## src/rtl/multicycle_controller.sv

```systemverilog
// multicycle_controller
// ---------------------
// Main sequencing FSM for the multicycle rv32i core. The core has one shared
// instruction/data memory, IR/OldPC/ALUOut/Data registers and a single ALU.
// That ALU is reused for PC+4, for the branch/JAL target and for execution.
// Each cycle the controller turns the current state and the latched opcode
// fields into datapath selects and write enables. The ALU-function decoder is
// a separate block, driven by alu_op_o.
//
// Ports
//   clk_i, rst_i       : clock (rising edge); synchronous active-high reset
//   op_i, funct3_i     : IR[6:0] and IR[14:12]; stable after FETCH
//   zero_i             : ALU zero flag
//   less_than_i        : ALU result bit 0 (slt/sltu outcome)
//   mem_ready_i        : memory completes the current request this cycle
//   mem_req_o          : memory request valid
//   mem_write_o        : request is a store
//   adr_src_o          : memory address select (0 PC, 1 ALUOut)
//   ir_write_o         : load IR and OldPC
//   pc_write_o         : load PC from the result bus
//   reg_write_o        : register-file write
//   alu_src_a_o        : ALU A select (00 PC, 01 OldPC, 10 rs1, 11 zero)
//   alu_src_b_o        : ALU B select (00 rs2, 01 imm_ext, 10 constant 4)
//   alu_op_o           : ALU op class (00 add, 01 branch compare, 10 funct)
//   result_src_o       : result bus select (00 ALUOut, 01 Data, 10 ALU direct)
//   trap_o             : illegal opcode seen; core halted
//   state_o            : registered state encoding, for debug
module multicycle_controller (
  input  logic       clk_i,
  input  logic       rst_i,
  input  logic [6:0] op_i,
  input  logic [2:0] funct3_i,
  input  logic       zero_i,
  input  logic       less_than_i,
  input  logic       mem_ready_i,
  output logic       mem_req_o,
  output logic       mem_write_o,
  output logic       adr_src_o,
  output logic       ir_write_o,
  output logic       pc_write_o,
  output logic       reg_write_o,
  output logic [1:0] alu_src_a_o,
  output logic [1:0] alu_src_b_o,
  output logic [1:0] alu_op_o,
  output logic [1:0] result_src_o,
  output logic       trap_o,
  output logic [3:0] state_o
);

  typedef enum logic [3:0] {
    S_FETCH     = 4'd0,
    S_DECODE    = 4'd1,
    S_MEM_ADR   = 4'd2,
    S_MEM_READ  = 4'd3,
    S_MEM_WB    = 4'd4,
    S_MEM_WRITE = 4'd5,
    S_EXEC_R    = 4'd6,
    S_EXEC_I    = 4'd7,
    S_ALU_WB    = 4'd8,
    S_BRANCH    = 4'd9,
    S_JAL       = 4'd10,
    S_JALR      = 4'd11,
    S_UPPER     = 4'd12,
    S_TRAP      = 4'd15
  } state_t;

  localparam logic [6:0] OP_LOAD   = 7'b0000011;
  localparam logic [6:0] OP_STORE  = 7'b0100011;
  localparam logic [6:0] OP_R      = 7'b0110011;
  localparam logic [6:0] OP_I      = 7'b0010011;
  localparam logic [6:0] OP_BRANCH = 7'b1100011;
  localparam logic [6:0] OP_JAL    = 7'b1101111;
  localparam logic [6:0] OP_JALR   = 7'b1100111;
  localparam logic [6:0] OP_LUI    = 7'b0110111;
  localparam logic [6:0] OP_AUIPC  = 7'b0010111;

  state_t state_reg;
  state_t state_next;
  logic   branch_taken;

  always_ff @(posedge clk_i) begin
    if (rst_i) begin
      state_reg <= S_FETCH;
    end else begin
      state_reg <= state_next;
    end
  end

  // Branch outcome. The ALU has already computed either rs1-rs2 (zero flag)
  // or the signed/unsigned less-than, as chosen by the ALU decoder from funct3.
  always_comb begin
    branch_taken = 1'b0;
    case (funct3_i)
      3'b000:          branch_taken = zero_i;
      3'b001:          branch_taken = ~zero_i;
      3'b100, 3'b110:  branch_taken = less_than_i;
      3'b101, 3'b111:  branch_taken = ~less_than_i;
      default:         branch_taken = 1'b0;
    endcase
  end

  always_comb begin
    state_next   = state_reg;
    mem_req_o    = 1'b0;
    mem_write_o  = 1'b0;
    adr_src_o    = 1'b0;
    ir_write_o   = 1'b0;
    pc_write_o   = 1'b0;
    reg_write_o  = 1'b0;
    alu_src_a_o  = 2'b00;
    alu_src_b_o  = 2'b00;
    alu_op_o     = 2'b00;
    result_src_o = 2'b00;
    trap_o       = 1'b0;

    case (state_reg)
      S_FETCH: begin
        // The ALU forms PC+4 and drives it straight onto the result bus, so
        // the PC and IR update together on the cycle the memory completes.
        mem_req_o    = 1'b1;
        alu_src_b_o  = 2'b10;
        result_src_o = 2'b10;
        ir_write_o   = mem_ready_i;
        pc_write_o   = mem_ready_i;
        if (mem_ready_i) begin
          state_next = S_DECODE;
        end
      end
      S_DECODE: begin
        // Precompute OldPC+imm into ALUOut for branch and JAL.
        alu_src_a_o = 2'b01;
        alu_src_b_o = 2'b01;
        case (op_i)
          OP_LOAD, OP_STORE: state_next = S_MEM_ADR;
          OP_R:              state_next = S_EXEC_R;
          OP_I:              state_next = S_EXEC_I;
          OP_BRANCH:         state_next = S_BRANCH;
          OP_JAL:            state_next = S_JAL;
          OP_JALR:           state_next = S_JALR;
          OP_LUI, OP_AUIPC:  state_next = S_UPPER;
          default:           state_next = S_TRAP;
        endcase
      end
      S_MEM_ADR: begin
        alu_src_a_o = 2'b10;
        alu_src_b_o = 2'b01;
        // op_i[5] separates store (0100011) from load (0000011).
        state_next  = op_i[5] ? S_MEM_WRITE : S_MEM_READ;
      end
      S_MEM_READ: begin
        mem_req_o = 1'b1;
        adr_src_o = 1'b1;
        if (mem_ready_i) begin
          state_next = S_MEM_WB;
        end
      end
      S_MEM_WB: begin
        result_src_o = 2'b01;
        reg_write_o  = 1'b1;
        state_next   = S_FETCH;
      end
      S_MEM_WRITE: begin
        mem_req_o   = 1'b1;
        mem_write_o = 1'b1;
        adr_src_o   = 1'b1;
        if (mem_ready_i) begin
          state_next = S_FETCH;
        end
      end
      S_EXEC_R: begin
        alu_src_a_o = 2'b10;
        alu_op_o    = 2'b10;
        state_next  = S_ALU_WB;
      end
      S_EXEC_I: begin
        alu_src_a_o = 2'b10;
        alu_src_b_o = 2'b01;
        alu_op_o    = 2'b10;
        state_next  = S_ALU_WB;
      end
      S_ALU_WB: begin
        reg_write_o = 1'b1;
        state_next  = S_FETCH;
      end
      S_BRANCH: begin
        // The ALU is busy comparing; the target comes from ALUOut.
        alu_src_a_o = 2'b10;
        alu_op_o    = 2'b01;
        pc_write_o  = branch_taken;
        state_next  = S_FETCH;
      end
      S_JAL: begin
        // PC takes the target from ALUOut while the ALU forms the link
        // value OldPC+4, which ALU_WB then writes back from ALUOut.
        alu_src_a_o = 2'b01;
        alu_src_b_o = 2'b10;
        pc_write_o  = 1'b1;
        state_next  = S_ALU_WB;
      end
      S_JALR: begin
        // Overwrite ALUOut with rs1+imm, then reuse the JAL sequence.
        alu_src_a_o = 2'b10;
        alu_src_b_o = 2'b01;
        state_next  = S_JAL;
      end
      S_UPPER: begin
        // lui adds the immediate to zero; auipc adds it to OldPC.
        alu_src_a_o = op_i[5] ? 2'b11 : 2'b01;
        alu_src_b_o = 2'b01;
        state_next  = S_ALU_WB;
      end
      S_TRAP: begin
        trap_o     = 1'b1;
        state_next = S_TRAP;
      end
      default: begin
        // Unused encodings can only be reached by an upset; halt safely.
        state_next = S_TRAP;
      end
    endcase

    // Reset wins over everything: no enables, all selects parked at zero, and
    // any in-flight memory request is abandoned.
    if (rst_i) begin
      mem_req_o    = 1'b0;
      mem_write_o  = 1'b0;
      adr_src_o    = 1'b0;
      ir_write_o   = 1'b0;
      pc_write_o   = 1'b0;
      reg_write_o  = 1'b0;
      alu_src_a_o  = 2'b00;
      alu_src_b_o  = 2'b00;
      alu_op_o     = 2'b00;
      result_src_o = 2'b00;
      trap_o       = 1'b0;
    end
  end

  assign state_o = state_reg;

endmodule

```

## config.mk

```make
export PLATFORM = sky130hd
export DESIGN_NAME = multicycle_controller
export DESIGN_NICKNAME = d
export VERILOG_FILES = /design/src/rtl/multicycle_controller.sv
export SDC_FILE = /design/constraint.sdc
export NUM_CORES = 1
export LEC_CHECK = 0
export ABC_AREA = 1
export ABC_CLOCK_PERIOD_IN_PS = 3700
export BUFFER_PORTS_ARGS = -buffer_cell sky130_fd_sc_hd__buf_2
export CORE_UTILIZATION = 30
export DETAILED_ROUTE_END_ITERATION = 8
export PLACE_DENSITY_LB_ADDON = 0.25
export SYNTH_ARGS = -nofsm -noshare
export SYNTH_HDL_FRONTEND = slang
export SYNTH_SLANG_ARGS = --single-unit
```

## constraint.sdc

```tcl
create_clock -name clk_i -period 3.7 [get_ports clk_i]
set_clock_uncertainty 0.1 [all_clocks]
set_input_delay 0.74 -clock clk_i [delete_from_list [all_inputs] [get_ports clk_i]]
set_output_delay 0.74 -clock clk_i [all_outputs]
set_load 0.1 [all_outputs]
```

Word level (Yosys, flattened, before mapping)
Cells that the tools add are included.

cells by class
  equality and inequality tests = 30
  mux-type cells = 30
  bitwise gates (word level) = 2
  reductions and logical operators = 17

operators by type and width
  cell                                                                   count
  4-bit one-hot mux with 8 select lines                                  1
  4-bit one-hot mux with 7 select lines                                  1
  4-bit equality test, second input constant                             6
  7-bit by 6-bit equality test with 1-bit output, second input constant  3
  7-bit equality test, second input constant                             3
  2-bit OR reduction                                                     9
  4-bit by 3-bit equality test with 1-bit output, second input constant  4
  7-bit by 5-bit equality test with 1-bit output, second input constant  2
  1-bit 2-to-1 mux                                                       13
  3-bit equality test, second input constant                             4
  4-bit 2-to-1 mux                                                       3
  2-bit one-hot mux with 2 select lines                                  3
  2-bit 2-to-1 mux                                                       5
  5-bit OR reduction                                                     2
  4-bit by 2-bit equality test with 1-bit output, second input constant  2
  7-bit by 2-bit equality test with 1-bit output, second input constant  1
  2-bit != test, second input constant                                   3
  2-bit one-hot mux with 3 select lines                                  1
  3-bit OR reduction                                                     2
  4-bit by 1-bit equality test with 1-bit output, second input constant  1
  4-bit zero test                                                        1
  1-bit one-hot mux with 4 select lines                                  1
  4-bit OR reduction                                                     1
  3-bit by 1-bit equality test with 1-bit output, second input constant  1
  other kinds (5)                                                        6

word-level totals
  bits in registers = 4
  input bits = 15
  output and inout bits = 19
  word-level logic and storage cells = 80

Depth between registers and ports, before layout
  word-level depth = 5
  gate-level depth with buffers = 9
  mapped depth without buffers = 9

Worst setup path after synthesis
No wires, ideal clock.

  path kind = reg2out
  start point = register state_reg[3], in the netlist state_o[3]
  end point = output port reg_write_o
  arrival time = 4105 ps
  data required time = 2860 ps
  slack = -1245 ps
  cell stages (with the launch flop) = 3
  cell sequence = dfxtp_1 -> nor2_4 -> nor4_1

between the ends
  word-level cells in the longest chain between the ends = 4
  elaborated cells between the ends (all ways) = 5
  those cells by class = eq/ne: 2; mux: 2; reduce/logical: 1

RTL lines
  item                                                                                          line  source
  from (decl)                                                                                   77    state_t state_reg;
  from (signal assigned)                                                                        85    state_reg <= state_next;
  4-bit equality test / 4-bit by 3-bit equality test with 1-bit output (equally long branches)  116   case (state_reg)
  2-bit OR reduction (no line) *                                                                --
  1-bit 2-to-1 mux *                                                                            116
  1-bit 2-to-1 mux *                                                                            224   if (rst_i) begin
  to (decl)                                                                                     41    output logic reg_write_o,

Every way passes the cells marked *; elsewhere a longest branch is shown, timed or not.

Worst setup path after layout
  start point = register state_reg[1], in the netlist state_o[1]
  end point = output port alu_src_a_o[1]

between the ends
  word-level cells in the longest chain between the ends = 4
  elaborated cells between the ends (all ways) = 12
  those cells by class = eq/ne: 8; mux: 2; reduce/logical: 2

RTL lines
  item                                                                       line  source
  4-bit equality test, or another cell as far along                          116
  5-bit OR reduction (no line) / 2-bit OR reduction (equally long branches)  --
  2-bit one-hot mux with 3 select lines *                                    116
  2-bit 2-to-1 mux *                                                         224
  to (decl)                                                                  42    output logic [1:0] alu_src_a_o,

Marks and branches as above.

==> flow_results.xml <==
<?xml version="1.0" encoding="UTF-8"?>
<metrics>
  <group name="final_layout">
    <metric name="antenna_cells" unit="">0</metric>
    <metric name="flow.area_growth_from_synthesis" unit="%">37.5</metric>
    <metric name="largest_reg_flops" unit="">4</metric>
    <metric name="fin_cells" unit="">187</metric>
    <metric name="finish.instance_area" unit="um^2">912</metric>
    <metric name="layout.nets" unit="">177</metric>
    <metric name="final.fill_count" unit="">222</metric>
    <metric name="layout-drive-gt1-share" unit="%">37.5</metric>
  </group>
  <group name="logic_synthesis">
    <metric name="async_flop_share" unit="%">0</metric>
    <metric name="synth_edf_count" unit="">0</metric>
    <metric name="netlist_top_cells_count" unit="">sky130_fd_sc_hd__nand2_1 (33), sky130_fd_sc_hd__nor2_1 (24), sky130_fd_sc_hd__inv_1 (16)</metric>
    <metric name="syn_area_per_cell" unit="um^2">5.26</metric>
    <metric name="post_synth_instance_area" unit="um^2">663</metric>
    <metric name="synth_cell_type_count" unit="">25</metric>
    <metric name="synthDominantAreaCellType" unit="">sky130_fd_sc_hd__nand2_1</metric>
    <metric name="post_synthesis_share_of_cell_area_spent_on_full_adders_half_adders_and_majority_gates" unit="%">0</metric>
    <metric name="yosys_warnings" unit="">0</metric>
    <metric name="synth_cells" unit="">126</metric>
    <metric name="synth_largest_type_area_fraction" unit="%">18.7</metric>
    <metric name="synth_top_family_by_area" unit="">simple AND/OR/NAND/NOR gates</metric>
    <metric name="ys_seq_area_share" unit="%">12.1</metric>
    <metric name="synth_area_in_compound_gates" unit="%">13.6</metric>
    <metric name="synthesized_flop_and_latch_total" unit="">4</metric>
    <metric name="synth_top_cells_by_area" unit="">sky130_fd_sc_hd__nand2_1 (19%), sky130_fd_sc_hd__nor2_1 (14%), sky130_fd_sc_hd__dfxtp_1 (12%), sky130_fd_sc_hd__inv_1 (9.1%), sky130_fd_sc_hd__a21oi_1 (6.8%)</metric>
    <metric name="synth_xor_xnor_area_share" unit="%">1.32</metric>
    <metric name="syn_nets" unit="">141</metric>
    <metric name="synth_simple_gate_area_share" unit="%">60.0</metric>
    <metric name="mux_cell_area_share_after_synthesis" unit="%">0</metric>
    <metric name="most_used_standard_cell_by_instance_count_after_synthesis" unit="">sky130_fd_sc_hd__nand2_1</metric>
    <metric name="ys_dominant_reg_cell" unit="">sky130_fd_sc_hd__dfxtp_1</metric>
  </group>
  <group name="floorplan">
    <metric name="die_width" unit="um">49.0</metric>
    <metric name="die_h" unit="um">49.0</metric>
    <metric name="io_pins" unit="">34</metric>
    <metric name="die-area" unit="um^2">2400</metric>
    <metric name="floorplan.initialDensity" unit="%">32.8</metric>
    <metric name="core_area" unit="um^2">2020</metric>
    <metric name="placementRows" unit="">16</metric>
  </group>
  <group name="worst_setup_path">
    <metric name="worstReg2RegStart" unit="">state_o[1]</metric>
    <metric name="capturing_element_type_of_the_critical_path" unit="">output port</metric>
    <metric name="critPathMostFrequentCell" unit="">sky130_fd_sc_hd__nor2_1</metric>
    <metric name="worstPathArrival" unit="ns">1.88</metric>
    <metric name="timing.critical_path.required" unit="ns">2.86</metric>
    <metric name="critPathLaunchType" unit="">flip-flop</metric>
    <metric name="critical_path.cell_chain" unit="">nor2_1, inv_1, nor2_1, nand2_1, a41oi_2, buf_2</metric>
    <metric name="highest_net_fanout_along_the_worst_path" unit="">9</metric>
    <metric name="slowest_stage" unit="">sky130_fd_sc_hd__buf_2</metric>
    <metric name="type_of_the_worst_setup_path" unit="">flip-flop to output port</metric>
    <metric name="critical-path-max-stage-delay" unit="ns">0.44</metric>
    <metric name="worstSetupStartpoint" unit="">state_o[1]</metric>
  </group>
  <group name="global_route">
    <metric name="grt_pass1_vias" unit="">728</metric>
    <metric name="largest_net_degree_at_the_start_of_global_routing" unit="">16</metric>
    <metric name="grt_usage" unit="%">14.9</metric>
    <metric name="initial_antenna_violation_count" unit="">0</metric>
    <metric name="grt_first_pass_wirelength" unit="um">2950</metric>
    <metric name="grt_remaining_overflow" unit="">0</metric>
  </group>
  <group name="clocking">
    <metric name="tritoncts_num_sinks" unit="">4</metric>
    <metric name="cts-buffers-inserted" unit="">3</metric>
    <metric name="postCtsResizedCells" unit="">0</metric>
    <metric name="clock_latency" unit="ns">0.22</metric>
    <metric name="cts.htree.levels" unit="">1</metric>
    <metric name="cts_clk_pin_slew_worst_paths" unit="ns">0.04</metric>
    <metric name="holdBufCountCts" unit="">0</metric>
    <metric name="cts_tree" unit="">built</metric>
    <metric name="cts-root-to-sink-buffers" unit="">2</metric>
    <metric name="post_cts_buffers" unit="">0</metric>
    <metric name="clock-root-buffer" unit="">sky130_fd_sc_hd__clkbuf_4</metric>
  </group>
  <group name="detailed_routing">
    <metric name="first_iter_violations" unit="">19</metric>
    <metric name="wl_per_cell" unit="um">9.47</metric>
    <metric name="drt_drc_violations_left" unit="">0</metric>
    <metric name="drt_pass1_iterations" unit="">4</metric>
    <metric name="routed_wl" unit="um">1770</metric>
    <metric name="detailroute.via_count" unit="">900</metric>
    <metric name="antenna_violating_nets_post_route" unit="">0</metric>
    <metric name="via_per_inst" unit="">4.81</metric>
  </group>
  <group name="timing">
    <metric name="timing.max_slew.rel_slack" unit="%">67.6</metric>
    <metric name="minimum_clock_period_after_layout" unit="ns">2.72</metric>
    <metric name="fmaxAchievable" unit="MHz">367</metric>
    <metric name="final-hold-violation-count" unit="">0</metric>
    <metric name="layout_worst_path_cycle_share" unit="%">73.6</metric>
    <metric name="tightestPinTransition" unit="ns">0.490</metric>
    <metric name="maxSlewViolCount" unit="">0</metric>
    <metric name="rsz_0062_raised_after_global_routing" unit="">false</metric>
    <metric name="finalSetupViolCount" unit="">0</metric>
  </group>
  <group name="placement">
    <metric name="placed_cells_incl_taps" unit="">184</metric>
    <metric name="placement.io_buffers" unit="">33</metric>
    <metric name="detailed_place_hpwl" unit="um">1470</metric>
    <metric name="place_area" unit="um^2">890</metric>
    <metric name="gp_congestion" unit="">0.867</metric>
  </group>
  <group name="job">
    <metric name="drv.max_cap_violation_count" unit="">0</metric>
  </group>
  <group name="min_path">
    <metric name="hp-class" unit="">flip-flop to flip-flop</metric>
    <metric name="min_from" unit="">state_o[2]</metric>
  </group>
  <group name="run_status">
    <metric name="run_status" unit="">complete, no violations</metric>
  </group>
</metrics>
[final timing paths]
kind	to	slack, ns	depth (start not counted)
hold / removal	state_o[2]	0.57	2
setup / recovery	alu_src_a_o[1]	0.98	6
hold reg to reg	state_o[2]	0.57	2
setup reg to reg	state_o[0]	2.12	8
[critical path: cells and delay by family, from the launching register on]
kind	cells	cell delay (ns)
AOI/OAI and AO/OA	1	0.16
buffers and inverters	2	0.57
DFF	1	0.41
and+or+nand+nor	3	0.52
[area by class of cell]
class | instances | area (um^2) | share of cell area (%)
repair buffers | 33 | 165 | 18.1
flip-flops and latches | 4 | 80.1 | 8.78
multi-input cells | 101 | 539 | 59.1
inverters | 19 | 71.3 | 7.82
well taps | 27 | 33.8 | 3.70
clock buffers | 3 | 22.5 | 2.47
[cells in the final DEF (no fill, tap or decap), drive strengths merged]
master | Yosys | final
nand4 | 1 | 1
nand3 | 9 | 9
inv | 19 | 19
nor2 | 29 | 29
o211ai | 1 | 1
o31ai | 1 | 1
nor4 | 2 | 2
nand2 | 38 | 38
xor2 | 1 | 1
dfxtp | 4 | 4
or2 | 1 | 1
a41oi | 1 | 1
nor3 | 4 | 4
a31oi | 1 | 1
clkbuf | 1 | 3
o21ai | 3 | 3
buf | 1 | 33
a21oi | 9 | 9
[cell families after synthesis]
| logic type | count (synthesis) |
|---|---|
| and+or+nand+nor | 84 |
| buffers and inverters | 21 |
| AOI/OAI and AO/OA | 16 |
| DFF | 4 |
| xor gates and xnor gates | 1 |
[metal layers]
layer,vias to the layer above,GRT usage [%],share of wire [%]
met5,-,0,0
met4,0,1.47,0
met3,0,2.49,7.3
met2,32,26.4,46
met1,397,19.3,46
li1,471,-,-
[stage by stage]
stage | setup TNS [ns] | worst slack [ns] | utilization [%] | hold WS (ns)
5_1_grt | 0 | 0.845 | 45.1 | 0.622
3_3_place_gp | 0 | 1.10 | 44.0 | 0.539
6_report | 0 | 0.976 | 45.1 | 0.570
2_1_floorplan | -0.101 | -0.0842 | - | 0.831
4_1_cts | 0 | 0.979 | 45.1 | 0.557
3_5_place_dp | 0 | 1.06 | 44.0 | 0.549
Power is left out: the tool's default activity adds up to more than one toggle a clock period on the data nets, which glitch-free logic cannot reach.
